==> config.mk <==
export PLATFORM = sky130hd
export DESIGN_NAME = pipeline_hazard_unit
export DESIGN_NICKNAME = d
export VERILOG_FILES = /design/src/rtl/pipeline_hazard_unit.sv
export SDC_FILE = /design/constraint.sdc
export NUM_CORES = 1
export LEC_CHECK = 0
export ABC_AREA = 1
export ABC_CLOCK_PERIOD_IN_PS = 2100
export BUFFER_PORTS_ARGS = -buffer_cell sky130_fd_sc_hd__buf_2
export CAP_MARGIN = 30
export CORE_ASPECT_RATIO = 0.9
export CORE_MARGIN = 8
export CORE_UTILIZATION = 45
export DETAILED_ROUTE_END_ITERATION = 10
export PLACE_DENSITY = 0.78
export SYNTH_ARGS = -nofsm -noshare
export SYNTH_HDL_FRONTEND = slang
export SYNTH_SLANG_ARGS = --single-unit
==> constraint.sdc <==
create_clock -name clk -period 2.1 [get_ports clk]
set_input_delay 0.21 -clock clk [delete_from_list [all_inputs] [get_ports clk]]
set_output_delay 0.21 -clock clk [all_outputs]
set_load 0.1 [all_outputs]
==> src/rtl/pipeline_hazard_unit.sv <==
// Hazard/forwarding controller beside decode: tracks in-flight destination
// registers, raises load-use stalls and branch flushes, selects bypass data
// into execute and counts stall/flush cycles.
module pipeline_hazard_unit #(
   parameter int unsigned DATA_W     = 16,
   parameter int unsigned ADDR_W     = 3,
   parameter int unsigned FWD_DEPTH  = 3,
   parameter int unsigned LOAD_READY = 1,
   parameter int unsigned ZERO_REG   = 0,
   parameter int unsigned CNT_W      = 16
) (
   input  logic                            clk,
   input  logic                            rst,
   input  logic                            id_valid,
   input  logic [ADDR_W-1:0]               id_rs1,
   input  logic [ADDR_W-1:0]               id_rs2,
   input  logic                            id_use_rs1,
   input  logic                            id_use_rs2,
   input  logic [ADDR_W-1:0]               id_rd,
   input  logic                            id_wb_en,
   input  logic                            id_is_load,
   input  logic [DATA_W-1:0]               rf_data1,
   input  logic [DATA_W-1:0]               rf_data2,
   input  logic [DATA_W*FWD_DEPTH-1:0]     stage_data,
   input  logic                            branch_taken,
   output logic                            stall,
   output logic                            flush,
   output logic [$clog2(FWD_DEPTH+1)-1:0]  fwd_sel1,
   output logic [$clog2(FWD_DEPTH+1)-1:0]  fwd_sel2,
   output logic [DATA_W-1:0]               ex_src1,
   output logic [DATA_W-1:0]               ex_src2,
   output logic [CNT_W-1:0]                stall_cnt,
   output logic [CNT_W-1:0]                flush_cnt
);

   localparam int unsigned SEL_W = $clog2(FWD_DEPTH + 1);
   localparam int unsigned IDX_W = (FWD_DEPTH > 1) ? $clog2(FWD_DEPTH) : 1;

   typedef struct packed {
      logic              valid;
      logic              wb_en;
      logic [ADDR_W-1:0] rd;
      logic              is_load;
   } sb_entry_t;

   sb_entry_t [FWD_DEPTH-1:0] sb_q, sb_d;
   logic [CNT_W-1:0]          stall_cnt_q, stall_cnt_d;
   logic [CNT_W-1:0]          flush_cnt_q, flush_cnt_d;

   logic [DATA_W-1:0] stage_arr [FWD_DEPTH];
   logic [ADDR_W-1:0] rs_a      [2];
   logic              use_a     [2];
   logic [DATA_W-1:0] rf_a      [2];
   logic              hit       [2];
   logic [IDX_W-1:0]  idx       [2];
   logic              blocked   [2];
   logic [SEL_W-1:0]  sel       [2];
   logic [DATA_W-1:0] src       [2];
   logic              hazard;

   // Unpack per-stage result bus
   for (genvar g = 0; g < FWD_DEPTH; g++) begin : g_stage
      assign stage_arr[g] = stage_data[g*DATA_W +: DATA_W];
   end

   assign rs_a[0]  = id_rs1;
   assign rs_a[1]  = id_rs2;
   assign use_a[0] = id_use_rs1;
   assign use_a[1] = id_use_rs2;
   assign rf_a[0]  = rf_data1;
   assign rf_a[1]  = rf_data2;

   function automatic logic src_match(input logic use_s, input logic [ADDR_W-1:0] rs,
                                      input sb_entry_t e);
      logic zero_blk;
      zero_blk = (ZERO_REG != 0) && (rs == '0);
      return use_s && e.valid && e.wb_en && (e.rd == rs) && !zero_blk;
   endfunction

   // Youngest-match lookup per source, load-use hazard and bypass mux
   always_comb begin
      hazard = 1'b0;
      for (int s = 0; s < 2; s++) begin
         hit[s]     = 1'b0;
         idx[s]     = '0;
         blocked[s] = 1'b0;
         sel[s]     = '0;
         src[s]     = rf_a[s];
         // scan oldest to youngest so the youngest match is left standing
         for (int i = FWD_DEPTH - 1; i >= 0; i--) begin
            if (src_match(use_a[s], rs_a[s], sb_q[i])) begin
               hit[s] = 1'b1;
               idx[s] = IDX_W'(i);
            end
         end
         blocked[s] = hit[s] && sb_q[idx[s]].is_load && (32'(idx[s]) < LOAD_READY);
         if (blocked[s]) hazard = 1'b1;
         if (hit[s] && !blocked[s] && !rst) begin
            sel[s] = SEL_W'(idx[s]) + SEL_W'(1);
            src[s] = stage_arr[idx[s]];
         end
      end
   end

   assign stall    = !rst && id_valid && hazard && !branch_taken;
   assign flush    = !rst && branch_taken;
   assign fwd_sel1 = sel[0];
   assign fwd_sel2 = sel[1];
   assign ex_src1  = src[0];
   assign ex_src2  = src[1];

   // Scoreboard shift and saturating performance counters
   always_comb begin
      sb_d        = sb_q;
      stall_cnt_d = stall_cnt_q;
      flush_cnt_d = flush_cnt_q;
      sb_d[0]     = '0;
      if (id_valid && !stall && !flush) begin
         sb_d[0] = '{valid: 1'b1, wb_en: id_wb_en, rd: id_rd, is_load: id_is_load};
      end
      for (int i = 1; i < FWD_DEPTH; i++) begin
         sb_d[i] = sb_q[i-1];
      end
      if (stall && (stall_cnt_q != {CNT_W{1'b1}})) stall_cnt_d = stall_cnt_q + CNT_W'(1);
      if (flush && (flush_cnt_q != {CNT_W{1'b1}})) flush_cnt_d = flush_cnt_q + CNT_W'(1);
   end

   // State registers with synchronous reset
   always_ff @(posedge clk) begin
      if (rst) begin
         sb_q        <= '0;
         stall_cnt_q <= '0;
         flush_cnt_q <= '0;
      end else begin
         sb_q        <= sb_d;
         stall_cnt_q <= stall_cnt_d;
         flush_cnt_q <= flush_cnt_d;
      end
   end

   assign stall_cnt = stall_cnt_q;
   assign flush_cnt = flush_cnt_q;

endmodule
==> summary.md, run 1 <==
| Metric | Value |
|---|---|
| Final-report hold violation count | 0 |
| ANT nets after route | 0 |
| Dominant synthesized flop cell | dfxtp_1 |
| Peak VDD IR | 0.403 mV |
| Worst slack, placed | -0.207 ns |
| Total power | 2.43 mW |
| Minimum clock period | 2.59 ns |
| R2r startpoint | sb_d[8] |
| Initial DRT Pass Iterations | 6 |
| Via Count | 5,525 |
| H-tree Lvls | 2 |
| Io pins | 167 |
| Area of the multi-input gates | 3180 um^2 |
| Crit path DAT | 2.38 ns |
| Synth Warn # | 0 |
| EDFF count, synth | 0 |
| Storage element area | 1050 um^2 |
| Critical path type | reg -> out |
| Failing checks | setup timing |
| Largest net degree at the start of global routing | 33 |
| Critical Path Start | sb_d[16] |
| Crit-path max FO | 7 |
| Gr usage total | 23.9% |
| Largest cells by area after synthesis | dfxtp_1 25%, nand2_1 23%, inv_1 10%, nor2_1 7.0%, o211ai_1 5.5% |
| Finished Cell Area | 7040 um^2 |
| DP HPWL | 11,100 um |
| Largest area contributor in the netlist | dfxtp_1 |
| Final Worst Setup Slack | -0.485 ns |
| Area growth from synthesis to layout | 72.4% |
| Vias per cell | 5.26 |
| Setup crit end kind | output port |
| Die Height | 106 um |
| Core Region | 8960 um^2 |
| Placed insts | 1,017 |
| Gpl congestion | 0.903 |
| Cts bufs inserted | 5 |
| Port Buffers | 166 |
| Peak Freq | 387 MHz |
| Final Core Density | 78.5% |
| Filler cells | 613 |
| Layout net count | 1,027 |
| Commonest non-fill, non-tap cells in the layout | 179 x nand2_1, 129 x buf_2, 103 x inv_1 |
| Vias in the first global route | 5,106 |
| Horiz. Die Dim | 116 um |
| Hold Path Class | in -> reg |
| Initial antenna violation count | 1 |
| Mapped cell area | 4080 um^2 |
| Pwr dens | 345 nW/um^2 |
| Clk pin slew, worst setup/hold paths | 0.10 ns |
| RSZ-0062 raised after global routing | yes |
| Post-Syn Nets | 830 |
| Placement Cell Area | 6190 um^2 |
| Leakage dissipation | 3.48 nW |
| Row cnt | 33 |
| CTS tree | done |
| Worst-margin pin slew | 0.506 ns |
| Headroom to the max-slew limit | 66.5% |
| Final Cycle Share | 123% |
| Register area share after synthesis | 24.5% |
| Final Skew | 0.0142 ns |
| Cts hold-fix bufs | 0 |
| #FFs+latches synth | 50 |
| Final Non-Filler Cells | 1,051 |
| Status | finished, violations left |
| Total gr overflow | 0 |
| Top cell type's share of synthesized area | 24.5% |
| Die area | 12,400 um^2 |
| Max Transition Viols Final | 0 |
| Hold_sp | id_rd[0] |
| Mapped Cells | 729 |
| Library cells used by synthesis | 33 |
| Layout cell share with drive strength beyond 1 | 43.1% |
| First-pass GRT wire length | 24,400 um |
| Initial Utilization | 45.6% |
| Routed wire per std cell | 16.0 um |
| Drt drc | 0 |
| Startpoint types | flip-flop |
| Clk Latency, worst-skew pair | 0.31 ns |
| Routed wire length | 16,800 um |
| Synth Area per Inst | 5.60 um^2 |
| Clk sinks | 50 |
| CTS root buf | clkbuf_8 |
| WP data required | 1.89 ns |
| Initial DRC count | 402 |
| CTS Buffer Depth | 2 |
| Most common cell after layout, fill and taps aside | nand2_1 |
| Max cap viols | 0 |
| Async S/R FF share, synth | 0% |
| Setup Viol. Count Final | 53 |
## path summary, 6_finish.rpt
path              slack (ns)  cells after the start            to
setup reg to reg       -0.21                     20  stall_cnt[2]
hold / removal           0.1                      3       sb_d[7]
hold reg to reg         0.44                      2      sb_d[16]
setup / recovery       -0.49                     15    ex_src2[5]
## cells in the mapped netlist (all sizes together) (2+ instances only)
master	number
o211ai	30
xnor2	2
nor3	8
buf	19
ha	4
clkbuf	10
o21a	3
o21ai	44
a211oi	2
clkinv	3
nor2	79
nand4	24
nor4	2
dfxtp	50
nand3	48
inv	125
nand2	260
a21oi	12
## cell families after synthesis
logic type | share of synthesized area (%)
simple gates | 44.2
buf+inv | 15.8
compound gates | 13.6
flops | 24.5
fa+ha+maj | 1.23
xor+xnor | 0.644
## timing repair
action                                  4_1_cts  5_1_grt
pin swaps                                    31       36
gates resized for setup                      80       42
cloned                                        6        4
endpoints found under the setup margin       40       61
setup buffers                                13        4
## critical path, cell delays in order, from the launching register on
cell,delay (ns)
dfxtp_2,0.36
nand2_1,0.06
nor2_1,0.11
nand3_1,0.12
nor2_4,0.15
nand2_4,0.07
ha_4,0.17
inv_4,0.06
nor2_4,0.03
nand2_2,0.10
nand3_4,0.13
buf_12,0.19
clkinv_8,0.06
o211ai_1,0.15
nand2_4,0.12
buf_12,0.17
## final cells by class
class / instances / area share, %
Antenna cell: 2 / 0.0711
Clock buffer: 5 / 0.978
Clock inverter: 3 / 0.409
Inverter: 128 / 7.08
Multi-Input combinational cell: 522 / 45.1
Sequential cell: 50 / 14.9
Tap cell: 122 / 2.17
Timing Repair Buffer: 218 / 29.1
Timing Repair inverter: 1 / 0.231
## state kept, by name, summed over array words and instances (netlist names)
register   flops
flush_cnt     16
stall_cnt     16
sb_d          12
sb_q           6
## routing by layer
layer  vias to the layer above  GRT usage (%)  part of all wire, %
met3                        72           4.19                  7.2
met4                         0           7.59                  4.8
met2                       279           43.5                   50
met5                         -              0                    0
li1                       2692              -                    -
met1                      2482           27.5                   38
## through the flow
stage / TNS, ns / hold WS (ns)
floorplan: -2.78 / 0.315
global placement: -1.77 / 0.419
detailed placement: -3.24 / 0.427
CTS: -13.46 / 0.0917
global route: -23.76 / 0.0983
finish: -17.76 / 0.0961
## power breakdown
part,total [mW],switching [mW],internal [mW]
Sequential,0.966,0.00932,0.957
Combinational,0.846,0.537,0.309
Clock,0.615,0.365,0.250
Total,2.43,0.912,1.52
Power figures use the tool's default switching activity.
==> run 2: changes to the inputs <==
CELL_PAD_IN_SITES_DETAIL_PLACEMENT = 1   (was not set)
CELL_PAD_IN_SITES_GLOBAL_PLACEMENT = 2   (was not set)
CORE_UTILIZATION = 21   (was 45)
PLACE_DENSITY = not set   (was 0.78)
PLACE_DENSITY_LB_ADDON = 0.1   (was not set)
==> run 2 against run 1 <==
Net effect:
- the run still ends with setup timing left
- count of clock-buffer cells in the layout did not move
- clock power increased by 60%
- first-iteration DRC count decreased by 66%
- non-clock buffer count grew 7
- critical endpoint is now ex_src2[7]
- worst hold slack gained 0.023 ns
- clock skew up 0.0024 ns
- final cell count increased by 13%
- sequential power is essentially flat
- worst setup slack improved by 0.092 ns
- largest power group is now clock
- die area up 95%
==> summary.md, run 2 (synthesis gave the netlist of run 1 again) <==
| Metric | Value |
|---|---|
| Gr usage total | 14.9% |
| Via Count | 5,311 |
| M2 GR Usage | 25.8% |
| Routed wire length | 18,600 um |
| Die area | 24,200 um^2 |
| Setup Viol. Count Final | 53 |
| Failing checks | setup timing |
| Max cap viols | 0 |
| Global routing's busiest layer | met2 |
| Worst-margin pin slew | 0.489 ns |
| Final Non-Filler Cells | 1,184 |
| First-pass GRT wire length | 29,400 um |
| Gpl congestion | 0.777 |
| Most common cell after layout, fill and taps aside | nand2_1 |
| Layout net count | 1,033 |
| Headroom to the max-slew limit | 67.2% |
| Row cnt | 48 |
| Initial DRT Pass Iterations | 4 |
| H-tree Lvls | 2 |
| Placed insts | 1,155 |
| Io pins | 167 |
| Drt drc | 0 |
| Startpoint types | flip-flop |
| Max Transition Viols Final | 0 |
| CTS root buf | clkbuf_16 |
| Clk sinks | 50 |
| Vias per cell | 4.49 |
| Initial antenna violation count | 1 |
| Clk pin slew, worst setup/hold paths | 0.07 ns |
| Minimum clock period | 2.49 ns |
| Die Height | 148 um |
| Largest net degree at the start of global routing | 33 |
| Initial Utilization | 21.4% |
| Peak Freq | 401 MHz |
| Routed wire per std cell | 15.7 um |
| Layout cell share with drive strength beyond 1 | 43.3% |
| Critical path type | reg -> out |
| Crit-path max FO | 5 |
| Clk Latency, worst-skew pair | 0.31 ns |
| GR Layer Usage met1 | 18.6% |
| Cts bufs inserted | 5 |
| Hold Path Class | in -> reg |
| ANT nets after route | 0 |
| Setup crit end kind | output port |
| Worst slack, placed | -0.234 ns |
| Final Cycle Share | 119% |
| Crit path DAT | 2.28 ns |
| Core Region | 19,100 um^2 |
| Final Worst Setup Slack | -0.393 ns |
| Peak VDD IR | 0.320 mV |
| Leakage dissipation | 3.53 nW |
| Horiz. Die Dim | 163 um |
| Total gr overflow | 0 |
| Port Buffers | 166 |
| Status | finished, violations left |
| Initial DRC count | 136 |
| Area growth from synthesis to layout | 77.0% |
| Vias in the first global route | 5,606 |
| Commonest non-fill, non-tap cells in the layout | 183 x nand2_1, 129 x buf_2, 102 x inv_1 |
| RSZ-0062 raised after global routing | yes |
| Final Skew | 0.0166 ns |
| DP HPWL | 14,600 um |
| Final-report hold violation count | 0 |
| WP data required | 1.89 ns |
| Pwr dens | 384 nW/um^2 |
| Met3 global-route usage | 2.82% |
| CTS Buffer Depth | 2 |
| CTS tree | done |
run 2: changes by cell type in the layout (fill, tap and decap cells not counted), moves of 3 or more:
cell      change
buf_6         +9
clkbuf_8      -5
inv_2         +3
nand2_1       +4
nand2_8       -4
nand3_1       +3
nand3_2       -3
nor2_1        -3
nor2_4        +4
o21ai_0       +4
o21ai_1       -4
run 2: path summary, 6_finish.rpt:
| check | start | endpoint | slack (ns) | cells past startpoint |
|---|---|---|---|---|
| worst max-delay path | sb_d[13] | ex_src2[7] | -0.39 | 15 |
| worst min-delay path | id_rd[0] | sb_d[7] | 0.12 | 3 |
| worst min register to register | sb_d[11] | sb_d[17] | 0.43 | 2 |
| worst max register to register | sb_d[13] | stall_cnt[15] | -0.23 | 20 |
run 2: final cells by class:
type | instances | area (um^2)
Tap cell | 250 | 313
Sequential cell | 50 | 1050
Inverter | 128 | 494
Multi-Input combinational cell | 522 | 3120
Clock inverter | 3 | 47.5
Clock buffer | 5 | 125
Fill cell | 2401 | 11900
Antenna cell | 1 | 2.50
Timing Repair Buffer | 225 | 2080
run 2: power by group:
part           switching, mW  total (mW)  internal [mW]
sequential            0.0111       0.966          0.954
combinational          0.527       0.828          0.301
clock                  0.411       0.981          0.570
total                  0.949        2.77           1.83
run 2: worst max-delay path, cell delays in order, from the launching register on:
cell and delay [ns]:
dfxtp_2 0.35, inv_2 0.05, nand2_2 0.07, nand2_4 0.07
nor2_4 0.14, nand2_4 0.08, nand3_4 0.12, buf_6 0.12
nand3_2 0.07, nand2_2 0.10, nand3_4 0.10, inv_6 0.11
buf_12 0.12, o211ai_1 0.20, nand2_8 0.12, buf_12 0.17
run 2: layer usage:
layer	part of all wire, %	wire, um	vias up
met3	4.2	783	17
met1	44	8220	2496
met4	1.7	313	0
met5	0	0	-
li1	-	-	2701
met2	50	9270	97
run 2: repair_timing:
action / in CTS / in global routing
resized for setup: 69 / 51
endpoints found under the setup margin: 59 / 59
cloned: 5 / 1
pin swaps: 28 / 40
hold buffers: 0 / 0
setup buffers: 10 / 7
run 2: through the flow:
stage / hold slack (ns) / util, % / setup TNS, ns / instance area (um^2) / power [mW]
finish: 0.120 / 37.8 / -15.42 / 7230 / 2.77
global route: 0.118 / 37.8 / -22.76 / 7230 / 2.92
CTS: 0.113 / 36.7 / -17.99 / 7000 / 2.81
detailed placement: 0.433 / 33.7 / -6.20 / 6430 / 1.79
global placement: 0.422 / 33.7 / -3.22 / 6430 / 1.78
floorplan: 0.315 / - / -2.78 / 4600 / 1.47
==> run 3: changes to the inputs <==
CTS_CLUSTER_SIZE = 30   (was not set)
PLACE_DENSITY = 0.81   (was not set)
PLACE_DENSITY_LB_ADDON = not set   (was 0.1)
==> run 3 against run 2 <==
Net effect:
- the flow still finishes with violations (setup timing)
- via count shrank 1.5%
- critical path depth grew 2
- fmax shrank 1.6%
- total power shrank 4.4%
- critical path type unchanged
- sequential share of layout area is essentially flat
- count of clock-buffer cells in the layout is the same
- routed wire length shrank 4.7%
==> summary.md, run 3 (synthesis gave the netlist of run 1 again) <==
| Metric | Value |
|---|---|
| Peak Freq | 394 MHz |
| Crit-path max FO | 6 |
| FF-to-FF setup slack | -0.25 ns |
| Vias per cell | 4.42 |
| Startpoint types | flip-flop |
| Most common cell after layout, fill and taps aside | nand2_1 |
| Setup Viol. Count Final | 53 |
| WHS Endpoint | sb_d[8] |
| Horiz. Die Dim | 163 um |
| Critical path type | reg -> out |
| Setup crit end kind | output port |
| Finished Cell Area | 7210 um^2 |
| Cts hold-fix bufs | 0 |
| Clk Latency, worst-skew pair | 0.30 ns |
| R2r startpoint | sb_d[8] |
| CTS Buffer Depth | 2 |
| Vias in the first global route | 5,388 |
| Setup TNS | -16.57 ns |
| Gpl congestion | 0.767 |
| R2r endpoint | stall_cnt[3] |
| Hold Path Class | in -> reg |
| Hold_sp | id_rd[1] |
| Largest net degree at the start of global routing | 33 |
| Core Region | 19,100 um^2 |
| Initial DRC count | 221 |
| CTS tree | done |
| Final Cycle Share | 121% |
| Placement Cell Area | 6400 um^2 |
| First-pass GRT wire length | 28,200 um |
| Final Skew | 0.00725 ns |
| Layout cell share with drive strength beyond 1 | 44.5% |
| Routed wire per std cell | 15.0 um |
| Max Transition Viols Final | 0 |
| Final-report hold violation count | 0 |
| Clk sinks | 50 |
| Total gr overflow | 0 |
| Critical path's top delay family | simple AND/OR/NAND/NOR gates |
| CP cell instances | inv_2 > nand2_2 > nand2_2 > nor2_4 > nand2_4 > nand3_4 > ha_4 > inv_2 > nor2_2 > nand2_2 > buf_4 > buf_4 > buf_6 > nand2_8 > inv_4 > nor2_4 > buf_12 |
| CP bufs+invs | 7 |
| Row cnt | 48 |
| CP max stage delay | 0.36 ns |
| Routed wire length | 17,700 um |
| CTS root buf | clkbuf_16 |
| Cell repeated most along the worst path | nand2_2 |
| Peak VDD IR | 0.298 mV |
| Hold Path Cell Cnt | 3 |
| Depth of the worst register-to-register path | 20 |
| Port Buffers | 166 |
| Antenna diodes | 0 |
| Drt drc | 0 |
| Crit-path slowest cell | dfxtp_2 |
| Pwr dens | 368 nW/um^2 |
| Initial antenna violation count | 0 |
| RSZ-0062 raised after global routing | yes |
| Area growth from synthesis to layout | 76.6% |
| DP HPWL | 13,700 um |
| Worst-margin pin slew | 0.494 ns |
| Headroom to the max-slew limit | 66.8% |
| Status | finished, violations left |
| ANT nets after route | 0 |
| Filler cells | 2,438 |
| Via Count | 5,233 |
| Cts bufs inserted | 5 |
| WP data required | 1.89 ns |
| H-tree Lvls | 2 |
| Crit path DAT | 2.32 ns |
| Die area | 24,200 um^2 |
| Initial DRT Pass Iterations | 4 |
| Die Height | 148 um |
| Gr usage total | 14.2% |
| Initial Utilization | 21.4% |
| Minimum clock period | 2.53 ns |
| Failing checks | setup timing |
| Layout net count | 1,033 |
| Final Worst Setup Slack | -0.435 ns |
| Io pins | 167 |
| Clk pin slew, worst setup/hold paths | 0.08 ns |
| Commonest non-fill, non-tap cells in the layout | 183 x nand2_1, 129 x buf_2, 101 x inv_1 |
| Leakage dissipation | 3.49 nW |
| Max cap viols | 0 |
## run 3: changes by cell type in the layout (fill, tap and decap cells not counted), sizes merged
cell | before | now
bufbuf | 1 | 0
diode | 1 | 0
buf | 223 | 224
clkinv | 3 | 4
bufinv | 1 | 0
## run 3: worst max-delay path by stage
stage / from / cells after the start / endpoint
after detailed placement: id_rs2[0] / 16 / ex_src2[12]
after floorplan: sb_d[14] / 16 / fwd_sel1[0]
final: sb_d[8] / 17 / stall
after CTS: sb_d[7] / 17 / ex_src2[3]
after global placement: id_rs2[0] / 16 / ex_src2[11]
after global routing: sb_q[14] / 17 / ex_src2[11]
## run 3: where the power goes
part           internal [mW]  switching, mW  leakage (nW)  total [mW]
registers              0.954         0.0106         0.421       0.965
logic                  0.299          0.519          3.00       0.818
clock network          0.458          0.413        0.0763       0.871
## run 3: stage by stage
step / setup WS (ns) / util [%] / hold WS (ns) / std cells / power, mW
2_1_floorplan: -0.294 / - / 0.315 / 729 / 1.47
3_3_place_gp: -0.173 / 33.5 / 0.420 / 1153 / 1.77
3_5_place_dp: -0.236 / 33.5 / 0.429 / 1153 / 1.78
4_1_cts: -0.467 / 36.7 / 0.106 / 1179 / 2.68
5_1_grt: -0.566 / 37.8 / 0.101 / 1183 / 2.78
6_report: -0.435 / 37.8 / 0.110 / 1183 / 2.65
## run 3: worst min-delay path, cell delays in order
cell and delay [ns]:
buf_2 0.09, inv_1 0.04, nor2_1 0.03
## run 3: area by class of cell
type                            instances  area, um^2  share of cell area [%]
Tap cell                              250         313                    4.34
Timing Repair Buffer                  225        2050                    28.5
Clock inverter                          3        28.8                   0.399
Clock buffer                            5         125                    1.74
Multi-Input combinational cell        522        3150                    43.6
Inverter                              128         494                    6.85
Sequential cell                        50        1050                    14.6
## run 3: layer usage
metal	vias up	track usage [%]	share of wire [%]
met5	-	0	0
met4	0	2.34	0.46
met3	6	2.35	4.3
met2	102	26.0	51
met1	2426	17.1	44
li1	2699	-	-
## run 3: timing repair
item,4_1_cts,5_1_grt
setup buffers,13,7
pin swaps,51,46
gates resized for setup,55,68
endpoints found under the setup margin,53,61
gates cloned,6,1
